--- src/rtl/serial_adder_pkg.sv ---
// Shared definitions for the bit-serial adder/subtractor: FSM encoding and default width.
package serial_adder_pkg;

  localparam int DEFAULT_WIDTH = 8;

  typedef enum logic [1:0] {
    IDLE  = 2'd0,
    SHIFT = 2'd1,
    DONE  = 2'd2
  } state_t;

endpackage

--- src/rtl/serial_adder_full_adder.sv ---
// Combinational 1-bit full-adder cell, reusable by any bit-serial datapath.
module full_adder (
  input  logic i_a,
  input  logic i_b,
  input  logic i_cin,
  output logic o_s,
  output logic o_cout
);

  assign o_s    = i_a ^ i_b ^ i_cin;
  assign o_cout = (i_a & i_b) | (i_a & i_cin) | (i_b & i_cin);

endmodule

--- src/rtl/serial_adder.sv ---
// Bit-serial WIDTH-bit adder/subtractor: one bit pair per clock, LSB first,
// through a single full-adder cell with a registered carry.
module serial_adder
  import serial_adder_pkg::*;
#(
  parameter int WIDTH = DEFAULT_WIDTH
) (
  input  logic             clk,
  input  logic             rst,
  input  logic             start,
  input  logic             Sub,
  input  logic [WIDTH-1:0] A,
  input  logic [WIDTH-1:0] B,
  input  logic             Cin,
  output logic             busy,
  output logic             done,
  output logic [WIDTH-1:0] Sum,
  output logic             Cout
);

  localparam int CNT_W = $clog2(WIDTH + 1);
  localparam logic [CNT_W-1:0] LAST_BIT = CNT_W'(WIDTH - 1);

  state_t           r_state;
  state_t           w_state_next;
  logic [WIDTH-1:0] r_a;
  logic [WIDTH-1:0] r_b;
  logic [WIDTH-1:0] r_psum;
  logic [WIDTH-1:0] r_sum;
  logic             r_carry;
  logic             r_cout;
  logic [CNT_W-1:0] r_cnt;

  logic             w_s;
  logic             w_c;
  logic             w_last;
  logic             w_load;
  logic [WIDTH-1:0] w_psum_next;

  full_adder u_full_adder (
    .i_a    (r_a[0]),
    .i_b    (r_b[0]),
    .i_cin  (r_carry),
    .o_s    (w_s),
    .o_cout (w_c)
  );

  assign w_last = (r_cnt == LAST_BIT);
  // A new operation is only accepted when not shifting; DONE allows back-to-back.
  assign w_load = start && ((r_state == IDLE) || (r_state == DONE));
  assign w_psum_next = {w_s, {(WIDTH-1){1'b0}}} | (r_psum >> 1);

  always_ff @(posedge clk) begin
    if (rst) begin
      r_state <= IDLE;
    end else begin
      r_state <= w_state_next;
    end
  end

  always_comb begin
    w_state_next = IDLE;
    case (r_state)
      IDLE:    w_state_next = start ? SHIFT : IDLE;
      SHIFT:   w_state_next = w_last ? DONE : SHIFT;
      DONE:    w_state_next = start ? SHIFT : IDLE;
      default: w_state_next = IDLE;
    endcase
  end

  always_comb begin
    busy = 1'b0;
    done = 1'b0;
    case (r_state)
      SHIFT:   busy = 1'b1;
      DONE:    done = 1'b1;
      default: ;
    endcase
  end

  // Subtraction is A + ~B + 1: invert B on load and seed the carry with 1.
  always_ff @(posedge clk) begin
    if (rst) begin
      r_a     <= '0;
      r_b     <= '0;
      r_psum  <= '0;
      r_carry <= 1'b0;
      r_cnt   <= '0;
      r_sum   <= '0;
      r_cout  <= 1'b0;
    end else if (w_load) begin
      r_a     <= A;
      r_b     <= Sub ? ~B : B;
      r_psum  <= '0;
      r_carry <= Sub ? 1'b1 : Cin;
      r_cnt   <= '0;
    end else if (r_state == SHIFT) begin
      r_a     <= r_a >> 1;
      r_b     <= r_b >> 1;
      r_psum  <= w_psum_next;
      r_carry <= w_c;
      r_cnt   <= r_cnt + CNT_W'(1);
      if (w_last) begin
        r_sum  <= w_psum_next;
        r_cout <= w_c;
      end
    end
  end

  assign Sum  = r_sum;
  assign Cout = r_cout;

endmodule
--- config.mk ---
export PLATFORM = sky130hd
export DESIGN_NAME = serial_adder
export DESIGN_NICKNAME = d
export VERILOG_FILES = /design/src/rtl/serial_adder_pkg.sv /design/src/rtl/serial_adder_full_adder.sv /design/src/rtl/serial_adder.sv
export SDC_FILE = /design/constraint.sdc
export NUM_CORES = 1
export LEC_CHECK = 0
export BUFFER_PORTS_ARGS = -buffer_cell sky130_fd_sc_hd__buf_2
export CAP_MARGIN = 20
export CELL_PAD_IN_SITES_DETAIL_PLACEMENT = 0
export CELL_PAD_IN_SITES_GLOBAL_PLACEMENT = 1
export CORE_MARGIN = 2
export CORE_UTILIZATION = 40
export CTS_CLUSTER_SIZE = 40
export DETAILED_ROUTE_END_ITERATION = 16
export HOLD_SLACK_MARGIN = 0.08
export PLACE_DENSITY_LB_ADDON = 0.1
export SYNTH_ARGS = -nofsm -noshare
export SYNTH_HDL_FRONTEND = slang
export SYNTH_SLANG_ARGS = --single-unit
--- constraint.sdc ---
create_clock -name clk -period 1.5 [get_ports clk]
set_input_delay 0 -clock clk [delete_from_list [all_inputs] [get_ports clk]]
set_output_delay 0 -clock clk [all_outputs]
set_load 0.01 [all_outputs]
# After elaboration in Yosys (flattened, before gate mapping)
# Cells that the tools add are included.
# Widths: inputs -> output; s select.
# word_totals
wordCells	42
reg_bits	40
in_bits	21
# op_classes
eq_ne	3
n_reduce_logical	7
addsub	1
bitwise	10
mux	13
# op_table
cell	n
$mux 8	5
$not 8->8	1
$or 8x7->8	1
$mux 1	6
$add 4x1->4 const B	1
$eq 4x3->1 const B	1
$pmux 2 s2	1
$reduce_or 2->1	2
$and 1x1->1	3
$reduce_and 3->1	1
$eq 2x1->1 const B	1
$eq 2x2->1 const B	1
$logic_not 2->1	1
$mux 2	1
$or 1x1->1	2
$reduce_bool 2->1	1
$xor 1x1->1	2
$logic_and 1x1->1	1
$logic_or 1x1->1	1
$not 1->1	1

# Longest topological paths before layout
# Gate-level depths: netlist of run 1.
# depth
word_depth	5
ltp_mapped	5
depth_no_buf	4

# Cells and area by module
# From an unflattened synthesis of run 1, not the netlist that was laid out.
# hier_totals
cells_unflattened	188
area_unflattened_um2	1632.8
# modules_own_cells
mod	seq_area_each_um2	cells_per_inst	area_per_inst_um2	n_inst
serial_adder	780.7	187	1612.8	1
full_adder	0.0	1	20.0	1

# Least setup slack after synthesis of run 1
# Ideal clock, no wire load.
# synth_timing
path_type	register to register
start	register r_cnt[0]
end	register r_cout, in the netlist Cout
setup_ns	0.072
t_required_ns	1.428
path_buffers	0
path_stages_with_launch	5
slack_ns	0.314
arrival_ns	1.114
cell_sequence	dfxtp_1 ha_1 nand3b_1 nor2_4 mux2i_1
# synth_between
elab_chain_len	2
# synth_lines
element	line	text
start: declaration	serial_adder.sv:32	logic [CNT_W-1:0] r_cnt;
start signal: assignment	serial_adder.sv:102	r_cnt <= r_cnt + CNT_W'(1);
$eq 4x3->1	serial_adder.sv:48	assign w_last = (r_cnt == LAST_BIT);
$reduce_and 3->1 (no source line)	-	
end signal: assignment	serial_adder.sv:105	r_cout <= w_c;
end: declaration	serial_adder.sv:31	logic r_cout;
# No other way between the ends.
# A chain may end at the register's enable or synchronous reset.

# Worst setup path in the final report of run 1
# layout_timing
start	register r_state[1]
end	register r_a[1]
# layout_between
elab_chain_len	4
word_cells_on_any_way	7
classes_between	eq/ne: 2; mux: 1; reduce/logical: 4
# layout_lines
element	line	text
start: declaration	serial_adder.sv:24	state_t r_state;
start signal: assignment	serial_adder.sv:57	r_state <= w_state_next;
$eq 2x2->1 / $logic_not 2->1 (equally long branches)	serial_adder.sv:50	assign w_load = start && ((r_state == IDLE) || (r_state == DONE));
$logic_or 1x1->1	serial_adder.sv:50	
$logic_and 1x1->1	serial_adder.sv:50	
$mux 8 / $reduce_bool 2->1 (equally long branches)	-	
end signal: assignment	serial_adder.sv:98	r_a <= r_a >> 1;
end: declaration	serial_adder.sv:26	logic [WIDTH-1:0] r_a;
# Several ways; a longest one is shown, not always the timed one.

==> results of run 1 <==
## worst min-delay path: stages
cell	delay, ns
buf_2	0.08
xor2_1	0.07
o22ai_1	0.10
nor3_1	0.06
## area by class of cell
class	instances	area [sq um]	area share, %
sequential	39	781	36.9
clock inverter	1	5.00	0.237
inverter	2	7.51	0.355
tap	50	62.6	2.96
clock buffer	6	82.6	3.91
multi-input combinational	133	763	36.1
timing repair buffer	57	413	19.5
## worst min-delay path by stage
stage | startpoint | endpoint | slack [ns] | cells after the start
6_report | B[0] | r_b[0] | 0.08 | 4
5_1_grt | B[0] | r_b[0] | 0.11 | 4
4_1_cts | B[0] | r_b[0] | 0.08 | 4
3_5_place_dp | A[3] | r_a[3] | 0.29 | 3
3_3_place_gp | A[3] | r_a[3] | 0.28 | 3
2_1_floorplan | A[0] | r_a[0] | 0.18 | 2
## synth_stat cells (all sizes together), types with 2 or more instances
cell	instances
clkbuf	2
o22ai	8
buf	13
a22oi	4
nand3	7
o21ai	4
nor3	18
dfxtp	39
nor2	4
nand2	41
mux2i	10
a31oi	3
xor2	9
nand3b	2
nand2b	2
a21oi	15
## cells by family (layout without fill, tap and decap cells)
logic type	Yosys count	in the layout
and+or+nand+nor	77	77
muxes	10	10
adders and majority gates	2	2
DFF	39	39
AOI/OAI and AO/OA	34	34
buffers and inverters	17	66
xor gates and xnor gates	10	10
## report_power, final
| part | total [mW] | leakage [nW] | switching, mW | internal, mW |
|---|---|---|---|---|
| clock | 0.685 | 0.0470 | 0.325 | 0.360 |
| sequential | 1.11 | 0.318 | 0.0288 | 1.08 |
| combinational | 0.300 | 0.464 | 0.157 | 0.143 |
| total | 2.10 | 0.829 | 0.510 | 1.59 |
## stage by stage
step / utilization [%] / area, sq um
3_5_place_dp: 46.6 / 1850
6_report: 53.2 / 2110
3_3_place_gp: 46.6 / 1850
2_1_floorplan: - / 1640
4_1_cts: 52.6 / 2090
5_1_grt: 53.2 / 2110
## what timing repair did
| action | 4_1_cts | 5_1_grt |
|---|---|---|
| hold endpoints to repair | 15 | 0 |
| hold buffers | 15 | 0 |
| endpoints found under the setup margin | 0 | 1 |
| setup buffers | 0 | 2 |
## flip-flops by register name, summed over array words and instances (netlist names)
register  flops
r_a           8
r_psum        7
r_carry       1
r_cnt         4
Cout          1
r_state       2
r_b           8
Sum           8
## layer usage
layer,vias up,GRT usage [%],part of all wire [%]
met1,661,23.9,51
met2,34,24.8,42
met3,4,3.95,4.9
met4,0,6.00,1.3
met5,-,0,0
li1,738,-,-
==> results_tabular.tex, run 1 <==
\begin{tabular}{lr}
\hline
Metric & Value \\
\hline
\multicolumn{2}{l}{\textbf{Setup path}} \\
Top fanout value on the critical path & 20 \\
Largest stage delay on the critical path & 0.33 ns \\
Critical path startpoint & r\_state[1] \\
Bufs and invs on worst path & 2 \\
Endpoint of the most critical register-to-register path & r\_a[1] \\
Critical path required time & 1.67 ns \\
Critical Path AT & 1.49 ns \\
Cell with the largest stage delay on the worst path & dfxtp\_1 \\
CP Capture Point & r\_a[1] \\
Element type at the critical path start & flop \\
Number of cells on the worst reg-to-reg path & 5 \\
CP Cell Sequence & nand2b\_1 > clkinv\_1 > buf\_4 > a22oi\_1 > a21oi\_1 \\
Critical path capture point type & flop \\
Worst Setup Path Type & reg2reg \\
Launching point of the worst reg2reg path & r\_state[1] \\
Top cell family by delay on the critical path & buffers and inverters \\
Number of cells on the critical path & 5 \\
Slack of the worst reg-to-reg path & 0.18 ns \\
\multicolumn{2}{l}{\textbf{Yosys}} \\
Average footprint of a synthesized cell & 8.65 sq um \\
Share of the yosys chip area belonging to registers & 47.7\% \\
Flip-flop and latch count after synthesis & 39 \\
Share of the synthesized area in the top cell type & 47.7\% \\
Synth async-reset ratio & 0\% \\
Count of synthesis-stage warnings from yosys & 0 \\
Compound-gate portion of the synthesized area & 11.9\% \\
Top cells by area in the synthesized netlist & dfxtp\_1 (48\%), nand2\_1 (9.4\%), mux2i\_1 (6.1\%) \\
Count of cell types in the netlist & 27 \\
Number of enable flip-flop cells after synthesis & 0 \\
Post-synthesis xor/xnor area fraction & 5.36\% \\
Netlist Area Pre-Place & 0.00164 sq mm \\
Top flip-flop cell by instance count after synthesis & dfxtp\_1 \\
Fraction of synthesized area in multiplexers & 6.12\% \\
Simple logic cell fraction of the synthesized area & 21.3\% \\
Adder-cell share of the synthesized area & 1.99\% \\
Post-synthesis cell type with the largest combined area & dfxtp\_1 \\
Net count of the mapped netlist & 212 \\
Number of instances in the synthesized netlist & around 190 \\
Combinational family with the most area after synthesis & simple AND/OR/NAND/NOR gates \\
\multicolumn{2}{l}{\textbf{Floorplanning}} \\
Core outline area & 0.00397 sq mm \\
Width of the die & 67.9 um \\
Initial cell density of the core & 41.2\% \\
Die ar. & 0.00462 sq mm \\
Row cnt & 23 \\
IO Pins & 32 \\
Die H & 67.9 um \\
\multicolumn{2}{l}{\textbf{Global route}} \\
Antenna violations before repair & 0 \\
Combined global-route utilization of all metal layers & between 15 and 20\% \\
Vias in the first global route & 1289 \\
First-pass GRT wire length & $\sim$5900 um \\
Total grt overflow & 0 \\
Pin count of the biggest net entering global routing & 21 \\
\multicolumn{2}{l}{\textbf{Power}} \\
Peak ir drop on the vdd network & 0.506 mV \\
Lkg Pwr & 0.829 nW \\
Sum of internal, switching and leakage power & 2.10 mW \\
Power per standard cell area & roughly 990 mW/mm\^{}2 \\
\multicolumn{2}{l}{\textbf{Clock tree}} \\
Gates resized, CTS repair & 0 \\
Number of clock sinks seen by CTS & 39 \\
H-Tree Depth & 2 \\
CTS tree & done \\
Inserted Clock Buffers & 5 \\
Clk Tree Root Cell & clkbuf\_8 \\
Clock insertion delay at the later pin of the skew report & 0.28 ns \\
Clock slew seen by the registers of the worst setup and hold paths & 0.07 ns \\
Buffers from clock root to sink, at most & 2 \\
\multicolumn{2}{l}{\textbf{Final layout}} \\
Final nets & 261 \\
Most frequent cells in the layout & nand2\_1 (41), dfxtp\_1 (39), buf\_2 (31) \\
Final Non-Filler Cells & about 290 \\
Area grow syn2layout & 29.3\% \\
Number of inserted diodes & 0 \\
Count of fill cells added during filler insertion & 406 \\
Fraction of layout cells with a size suffix above 1 & 21.0\% \\
Leading cell type in the layout, fill and taps excluded & nand2\_1 \\
\multicolumn{2}{l}{\textbf{Status}} \\
Outcome & completed \\
\multicolumn{2}{l}{\textbf{STA}} \\
Fin Clk Skew & between 0.007 and 0.008 ns \\
RSZ-0062 raised after global routing & false \\
Final total negative setup slack & 0 ns \\
Final hold violations & 0 \\
Clock period minus worst slack & 1.32 ns \\
Normalized max-slew margin & 74.7\% \\
Post-route worst hold slack & 0.0845 ns \\
Peak clock frequency supported by timing & around 760 MHz \\
Count of endpoints failing setup in the final report & 0 \\
Transition at the pin with the smallest max-transition slack & 0.378 ns \\
Total count of max-transition violations in the final report & 0 \\
Final worst-path cycle share & 88.0\% \\
Post-route setup slack & 0.180 ns \\
\multicolumn{2}{l}{\textbf{Routing}} \\
Number of violations reported at the end of detailed-routing iteration 0 & 103 \\
TritonRoute pass-1 iters & 5 \\
Routed len/inst & between 10 and 15 um \\
Detail Route Antenna Nets & 0 \\
Detail-routed via count per cell & 4.99 \\
Routed vias & 1437 \\
Drt total wl & around 3500 um \\
Number of design rule violations left after detail routing & 0 \\
\multicolumn{2}{l}{\textbf{Place}} \\
Placer Congestion & 0.781 \\
Post-place setup slack & 0.146 ns \\
\# placed instances & 264 \\
DP Wirelength & 2290 um \\
Buffers on Ports & 31 \\
\multicolumn{2}{l}{\textbf{Job}} \\
Count of max-cap constraint violations & 0 \\
\multicolumn{2}{l}{\textbf{Hold path}} \\
Class of the most critical hold timing path & in2reg \\
\hline
\end{tabular}
No activity file was read; power rests on OpenSTA's default activity.
==> inputs of run 2 (changes only) <==
- ABC_AREA: default -> 1
- CORE_UTILIZATION: 40 -> 25
==> results_tabular.tex, run 2 <==
\begin{tabular}{lr}
\hline
Metric & Value \\
\hline
\multicolumn{2}{l}{\textbf{Status}} \\
Outcome & completed \\
\multicolumn{2}{l}{\textbf{Routing}} \\
Routed vias & 1656 (+15\%) \\
Routed len/inst & 10.9 um (-10\%) \\
TritonRoute pass-1 iters & 4 (-1) \\
Detail Route Antenna Nets & 0 (unchanged) \\
Drt total wl & 4380 um (+26\%) \\
Detail-routed via count per cell & 4.11 (-18\%) \\
Number of violations reported at the end of detailed-routing iteration 0 & 51 (-50\%) \\
Number of design rule violations left after detail routing & 0 (unchanged) \\
\multicolumn{2}{l}{\textbf{Place}} \\
Placer Congestion & 0.700 (-10\%) \\
Buffers on Ports & 31 (unchanged) \\
DP Wirelength & 3200 um (+39\%) \\
Post-place setup slack & 0.131 ns (-0.0150 ns) \\
\multicolumn{2}{l}{\textbf{Global route}} \\
Total grt overflow & 0 (unchanged) \\
Pin count of the biggest net entering global routing & 20 (-4.8\%) \\
Antenna violations before repair & 0 (unchanged) \\
Vias in the first global route & 1580 (+23\%) \\
Combined global-route utilization of all metal layers & 11.5\% (-5.3 points) \\
First-pass GRT wire length & 7600 um (+30\%) \\
\multicolumn{2}{l}{\textbf{Power}} \\
Peak ir drop on the vdd network & 0.295 mV (-42\%) \\
Internal power component & 1.55 mW (-2.6\%) \\
Switching power as a share of total power & 28.2\% (+3.9 points) \\
Power per standard cell area & 940 mW/mm\^{}2 (-5.2\%) \\
Combinational power share & 15.8\% (+1.5 points) \\
Lkg Pwr & 1.09 nW (+32\%) \\
Reg power frac & 51.8\% (-1.2 points) \\
Sw power & 608 uW (+19\%) \\
Clock network fraction of total power & 32.4\% (-0.3 points) \\
\multicolumn{2}{l}{\textbf{STA}} \\
RSZ-0062 raised after global routing & false \\
Final total negative setup slack & 0 ns (unchanged) \\
Post-route worst hold slack & 0.0923 ns (+0.00779 ns) \\
Fin Clk Skew & 0.00841 ns (+0.00114 ns) \\
Transition at the pin with the smallest max-transition slack & 0.267 ns (-0.112 ns) \\
Peak clock frequency supported by timing & 727 MHz (-4.1\%) \\
Total count of max-transition violations in the final report & 0 (unchanged) \\
Normalized max-slew margin & 82.2\% (+7.4 points) \\
Post-route setup slack & 0.124 ns (-0.0559 ns) \\
Final hold violations & 0 (unchanged) \\
Count of endpoints failing setup in the final report & 0 (unchanged) \\
Clock period minus worst slack & 1.38 ns (+0.0559 ns) \\
Final worst-path cycle share & 91.7\% (+3.7 points) \\
\multicolumn{2}{l}{\textbf{Clock tree}} \\
Inserted Clock Buffers & 5 (unchanged) \\
Clock insertion delay at the later pin of the skew report & 0.29 ns (about the same) \\
Number of buffers inserted to repair setup after CTS & 0 (unchanged) \\
Clk Tree Root Cell & clkbuf\_8 \\
Gates resized, CTS repair & 0 (unchanged) \\
CTS tree & done \\
Clock slew seen by the registers of the worst setup and hold paths & 0.08 ns (about the same) \\
H-Tree Depth & 2 (unchanged) \\
Number of clock sinks seen by CTS & 39 (unchanged) \\
Buffers from clock root to sink, at most & 2 (unchanged) \\
\multicolumn{2}{l}{\textbf{Setup path}} \\
Critical path required time & 1.50 ns (-0.17 ns) \\
Critical Path AT & 1.38 ns (-0.11 ns) \\
CP Capture Point & busy \\
Worst Setup Path Type & reg2out \\
Critical path startpoint & r\_state[0] \\
Launching point of the worst reg2reg path & r\_cnt[0] \\
Endpoint of the most critical register-to-register path & Sum[5] \\
Critical path capture point type & primary output \\
Element type at the critical path start & flop \\
Number of cells on the worst reg-to-reg path & 7 (+2) \\
Top fanout value on the critical path & 9 (-55\%) \\
Slack of the worst reg-to-reg path & 0.13 ns (-0.05 ns) \\
\multicolumn{2}{l}{\textbf{Yosys}} \\
Share of the synthesized area in the top cell type & 42.4\% (-5.3 points) \\
Flip-flop and latch count after synthesis & 39 (unchanged) \\
Share of the yosys chip area belonging to registers & 42.4\% (-5.3 points) \\
Ranking of synthesized cells by instance count & nand2\_1 (89), dfxtp\_1 (39), nor2\_1 (24), nand3\_1 (22), inv\_1 (21) \\
Top-count cell post-synth & nand2\_1 \\
Netlist Area Pre-Place & 0.00184 sq mm (+12\%) \\
Post-synthesis cell type with the largest combined area & dfxtp\_1 \\
Synth async-reset ratio & 0\% (unchanged) \\
Count of cell types in the netlist & 25 (-7.4\%) \\
Count of synthesis-stage warnings from yosys & 0 (unchanged) \\
Net count of the mapped netlist & 278 (+31\%) \\
Average footprint of a synthesized cell & 7.21 sq um (-17\%) \\
Number of instances in the synthesized netlist & 255 (+35\%) \\
Number of enable flip-flop cells after synthesis & 0 (unchanged) \\
Top cells by area in the synthesized netlist & dfxtp\_1 (42\%), nand2\_1 (18\%), nand3\_1 (6.0\%) \\
Top flip-flop cell by instance count after synthesis & dfxtp\_1 \\
\multicolumn{2}{l}{\textbf{Job}} \\
Count of max-cap constraint violations & 0 (unchanged) \\
\multicolumn{2}{l}{\textbf{Floorplanning}} \\
Width of the die & 89.8 um (+32\%) \\
Row cnt & 31 (+35\%) \\
Initial cell density of the core & 25.6\% (-16 points) \\
IO Pins & 32 (unchanged) \\
Die H & 89.8 um (+32\%) \\
Core outline area & 0.00718 sq mm (+81\%) \\
Die ar. & 0.00806 sq mm (+75\%) \\
\multicolumn{2}{l}{\textbf{Final layout}} \\
Fraction of layout cells with a size suffix above 1 & 20.7\% (-0.28 points) \\
Final nets & 326 (+25\%) \\
Count of fill cells added during filler insertion & 803 (+98\%) \\
Leading cell type in the layout, fill and taps excluded & nand2\_1 \\
Number of inserted diodes & 0 (unchanged) \\
Most frequent cells in the layout & nand2\_1 (89), dfxtp\_1 (39), buf\_2 (31) \\
Total area of multi-input combinational cells & 878 sq um (+15\%) \\
Area grow syn2layout & 24.6\% \\
Fraction of the core area covered by cells at the end of the flow & 31.9\% (-21 points) \\
Sequential standard cell area & 781 sq um (unchanged) \\
\multicolumn{2}{l}{\textbf{Hold path}} \\
Class of the most critical hold timing path & in2reg \\
\hline
\end{tabular}
==> run 2: changes by cell type after synthesis, moves of 8 or more <==
cell,change
o22ai_1,-8
buf_2,-8
inv_1,+20
nor3_1,-18
nor2_1,+21
mux2i_1,-10
nand3_1,+15
xor2_1,-8
nand2_1,+48
==> run 2: repair_timing <==
action | CTS | global route
setup endpoints to repair | 0 | 0
endpoints found under the hold margin | 11 | 0
hold buffers | 11 | 0
==> run 2: power groups by stage <==
| stage | Combinational [mW] | Sequential [mW] | Clock [mW] |
|---|---|---|---|
| final | 0.342 | 1.12 | 0.698 |
| after global routing | 0.395 | 1.12 | 0.784 |
| after CTS | 0.350 | 1.12 | 0.736 |
| after detailed placement | 0.327 | 1.14 | 0 |
| after global placement | 0.326 | 1.14 | 0 |
| after floorplan | 0.251 | 1.13 | 0 |
==> run 2: cell type report <==
type,count,area share [%]
multi-input combinational,181,38.3
sequential,39,34.1
timing repair buffer,49,13.9
tap,99,5.40
inverter,27,4.64
clock buffer,6,3.17
clock inverter,2,0.546
==> run 2: layer usage <==
metal	vias to the layer above	global-route usage (%)	share of wire, %
li1	893	-	-
met1	736	15.7	52
met3	5	2.93	3.9
met2	22	18.2	44
met4	0	3.08	0.80
met5	-	0	0
==> run 2: worst min path at each step <==
stage / depth (start not counted) / endpoint / from
CTS: 3 / r_b[7] / rst
global placement: 3 / r_a[7] / A[7]
floorplan: 2 / r_a[7] / A[7]
finish: 5 / r_b[3] / B[3]
global route: 3 / r_a[1] / rst
detailed placement: 3 / r_a[7] / A[7]
==> run 2: critical path, cell delays in order (launching register included) <==
cell and delay (ns):
dfxtp_1 0.47, inv_6 0.08, nor2_8 0.19, buf_4 0.20
buf_2 0.14
==> run 2: metrics by stage <==
step                      power, mW  instance area (sq um)  std cells
after global placement         1.47                   2100        384
after CTS                      2.20                   2290        403
final                          2.16                   2290        403
after detailed placement       1.47                   2100        384
after global routing           2.30                   2290        403
after floorplan                1.38                   1840        255
==> run 2: cells by family (layout without fill, tap and decap cells) <==
group / count (synthesis) / in the layout / synth area share [%]
adder cells (fa/ha/maj): 2 / 2 / 1.77
XOR/XNOR: 1 / 1 / 0.476
flip-flops: 39 / 39 / 42.4
AO/OA/AOI/OAI: 31 / 31 / 8.64
AND/OR/NAND/NOR: 147 / 147 / 36.9
buffers and inverters: 35 / 84 / 9.80
==> inputs of run 3 (changes only) <==
- RECOVER_POWER: default -> 25
==> results_tabular.tex, run 3 (synthesis gave the netlist of run 2 again) <==
\begin{tabular}{lr}
\hline
Metric & Value \\
\hline
\multicolumn{2}{l}{\textbf{Status}} \\
Outcome & completed \\
\multicolumn{2}{l}{\textbf{Setup path}} \\
Top fanout value on the critical path & 9 (unchanged) \\
Element type at the critical path start & flop \\
Worst Setup Path Type & reg2out \\
Critical Path AT & 1.37 ns (about the same) \\
Slack of the worst reg-to-reg path & 0.13 ns (about the same) \\
Critical path capture point type & primary output \\
Critical path required time & 1.50 ns (about the same) \\
\multicolumn{2}{l}{\textbf{Global route}} \\
Pin count of the biggest net entering global routing & 20 (unchanged) \\
Vias in the first global route & 1580 (unchanged) \\
Combined global-route utilization of all metal layers & 11.5\% (unchanged) \\
Antenna violations before repair & 0 (unchanged) \\
First-pass GRT wire length & 7600 um (unchanged) \\
Total grt overflow & 0 (unchanged) \\
\multicolumn{2}{l}{\textbf{Power}} \\
Switching power as a share of total power & 28.2\% (+0.030 points) \\
Peak ir drop on the vdd network & 0.295 mV (about the same) \\
Internal power component & 1.55 mW (about the same) \\
Sum of internal, switching and leakage power & 2.16 mW (about the same) \\
Lkg Pwr & 1.05 nW (-3.6\%) \\
Combinational power share & 15.8\% (about the same) \\
Sw power & 609 uW (+0.14\%) \\
Reg power frac & 51.8\% (about the same) \\
Clock network fraction of total power & 32.4\% (about the same) \\
Power per standard cell area & 945 mW/mm\^{}2 (+0.53\%) \\
\multicolumn{2}{l}{\textbf{Final layout}} \\
Fraction of layout cells with a size suffix above 1 & 17.4\% (-3.3 points) \\
Post-route cell area & 0.00228 sq mm (-0.49\%) \\
Count of fill cells added during filler insertion & 804 (+0.12\%) \\
Fraction of the core area covered by cells at the end of the flow & 31.8\% (-0.16 points) \\
Most frequent cells in the layout & nand2\_1 (89), dfxtp\_1 (39), nor2\_1 (24) \\
Leading cell type in the layout, fill and taps excluded & nand2\_1 \\
Number of inserted diodes & 0 (unchanged) \\
Final Non-Filler Cells & 403 (unchanged) \\
Area grow syn2layout & 24.0\% \\
Final nets & 326 (unchanged) \\
\multicolumn{2}{l}{\textbf{STA}} \\
Clock period minus worst slack & 1.37 ns (-0.00304 ns) \\
Count of endpoints failing setup in the final report & 0 (unchanged) \\
Final hold violations & 0 (unchanged) \\
Post-route setup slack & 0.127 ns (+0.00304 ns) \\
Final total negative setup slack & 0 ns (unchanged) \\
Fin Clk Skew & 0.00785 ns (-0.000555 ns) \\
Final worst-path cycle share & 91.5\% (-0.20 points) \\
Total count of max-transition violations in the final report & 0 (unchanged) \\
Post-route worst hold slack & 0.0922 ns (-0.000115 ns) \\
Peak clock frequency supported by timing & 728 MHz (+0.22\%) \\
Transition at the pin with the smallest max-transition slack & 0.276 ns (+0.00967 ns) \\
Normalized max-slew margin & 81.6\% (-0.60 points) \\
RSZ-0062 raised after global routing & false \\
\multicolumn{2}{l}{\textbf{Routing}} \\
Number of violations reported at the end of detailed-routing iteration 0 & 51 (unchanged) \\
Number of design rule violations left after detail routing & 0 (unchanged) \\
Routed vias & 1654 (-0.12\%) \\
TritonRoute pass-1 iters & 4 (unchanged) \\
Routed len/inst & 10.9 um (+0.34\%) \\
Drt total wl & 4390 um (+0.34\%) \\
Detail-routed via count per cell & 4.10 (-0.12\%) \\
Detail Route Antenna Nets & 0 (unchanged) \\
\multicolumn{2}{l}{\textbf{Job}} \\
Count of max-cap constraint violations & 0 (unchanged) \\
\multicolumn{2}{l}{\textbf{Floorplanning}} \\
Width of the die & 89.8 um (unchanged) \\
Die H & 89.8 um (unchanged) \\
Initial cell density of the core & 25.6\% (unchanged) \\
Die ar. & 0.00806 sq mm (unchanged) \\
IO Pins & 32 (unchanged) \\
Core outline area & 0.00718 sq mm (unchanged) \\
Row cnt & 31 (unchanged) \\
\multicolumn{2}{l}{\textbf{Clock tree}} \\
Inserted Clock Buffers & 5 (unchanged) \\
Gates resized, CTS repair & 0 (unchanged) \\
Clk Tree Root Cell & clkbuf\_8 \\
Buffers from clock root to sink, at most & 2 (unchanged) \\
Clock insertion delay at the later pin of the skew report & 0.29 ns (about the same) \\
Number of clock sinks seen by CTS & 39 (unchanged) \\
CTS tree & done \\
Clock slew seen by the registers of the worst setup and hold paths & 0.08 ns (about the same) \\
H-Tree Depth & 2 (unchanged) \\
\multicolumn{2}{l}{\textbf{Place}} \\
Buffers on Ports & 31 (unchanged) \\
Placer Congestion & 0.700 (unchanged) \\
Cell Area, Placed & 0.00210 sq mm (unchanged) \\
DP Wirelength & 3200 um (unchanged) \\
\# placed instances & 384 (unchanged) \\
Post-place setup slack & 0.131 ns (unchanged) \\
\multicolumn{2}{l}{\textbf{Hold path}} \\
Class of the most critical hold timing path & in2reg \\
\hline
\end{tabular}
-- run 3: cell count changes in the layout (fill, tap and decap cells not counted) --
cell | before | now
inv_2 | 4 | 3
clkbuf_1 | 1 | 10
inv_1 | 21 | 22
buf_2 | 31 | 22
-- run 3: final timing paths --
kind | start | endpoint | cells past startpoint
max reg2reg | r_cnt[0] | Sum[5] | 7
min | B[3] | r_b[3] | 5
max | r_state[0] | busy | 4
min reg2reg | r_a[1] | r_a[1] | 2
-- run 3: power by group through the flow --
stage | Sequential, mW | Clock [mW] | Combinational [mW]
after floorplan | 1.13 | 0 | 0.251
after global placement | 1.14 | 0 | 0.326
after detailed placement | 1.14 | 0 | 0.327
after CTS | 1.12 | 0.736 | 0.350
after global routing | 1.12 | 0.784 | 0.394
final | 1.12 | 0.700 | 0.341
-- run 3: area by class of cell --
cell class | instances | area (sq um) | area share [%]
Timing Repair Buffer | 49 | 307 | 13.4
Sequential cell | 39 | 781 | 34.2
Tap cell | 99 | 124 | 5.43
Clock inverter | 2 | 12.5 | 0.549
Multi-Input combinational cell | 181 | 878 | 38.5
Clock buffer | 6 | 72.6 | 3.18
Inverter | 27 | 106 | 4.66
-- run 3: metal layers --
| metal | wire length, um | share of wire (%) | vias to the layer above | global-route usage (%) |
|---|---|---|---|---|
| met5 | 0 | 0 | - | 0 |
| met4 | 35 | 0.80 | 0 | 3.08 |
| met3 | 174 | 4.0 | 5 | 2.93 |
| met2 | 1910 | 43 | 22 | 18.2 |
| met1 | 2270 | 52 | 734 | 15.7 |
| li1 | - | - | 893 | - |
-- run 3: critical path: stages, from the launching register on --
cell	delay [ns]
dfxtp_1	0.47
inv_6	0.08
nor2_8	0.19
buf_4	0.20
buf_2	0.14
-- run 3: what timing repair did --
item	CTS	global route
endpoints found under the hold margin	11	0
hold buffers	11	0
setup buffers	0	0
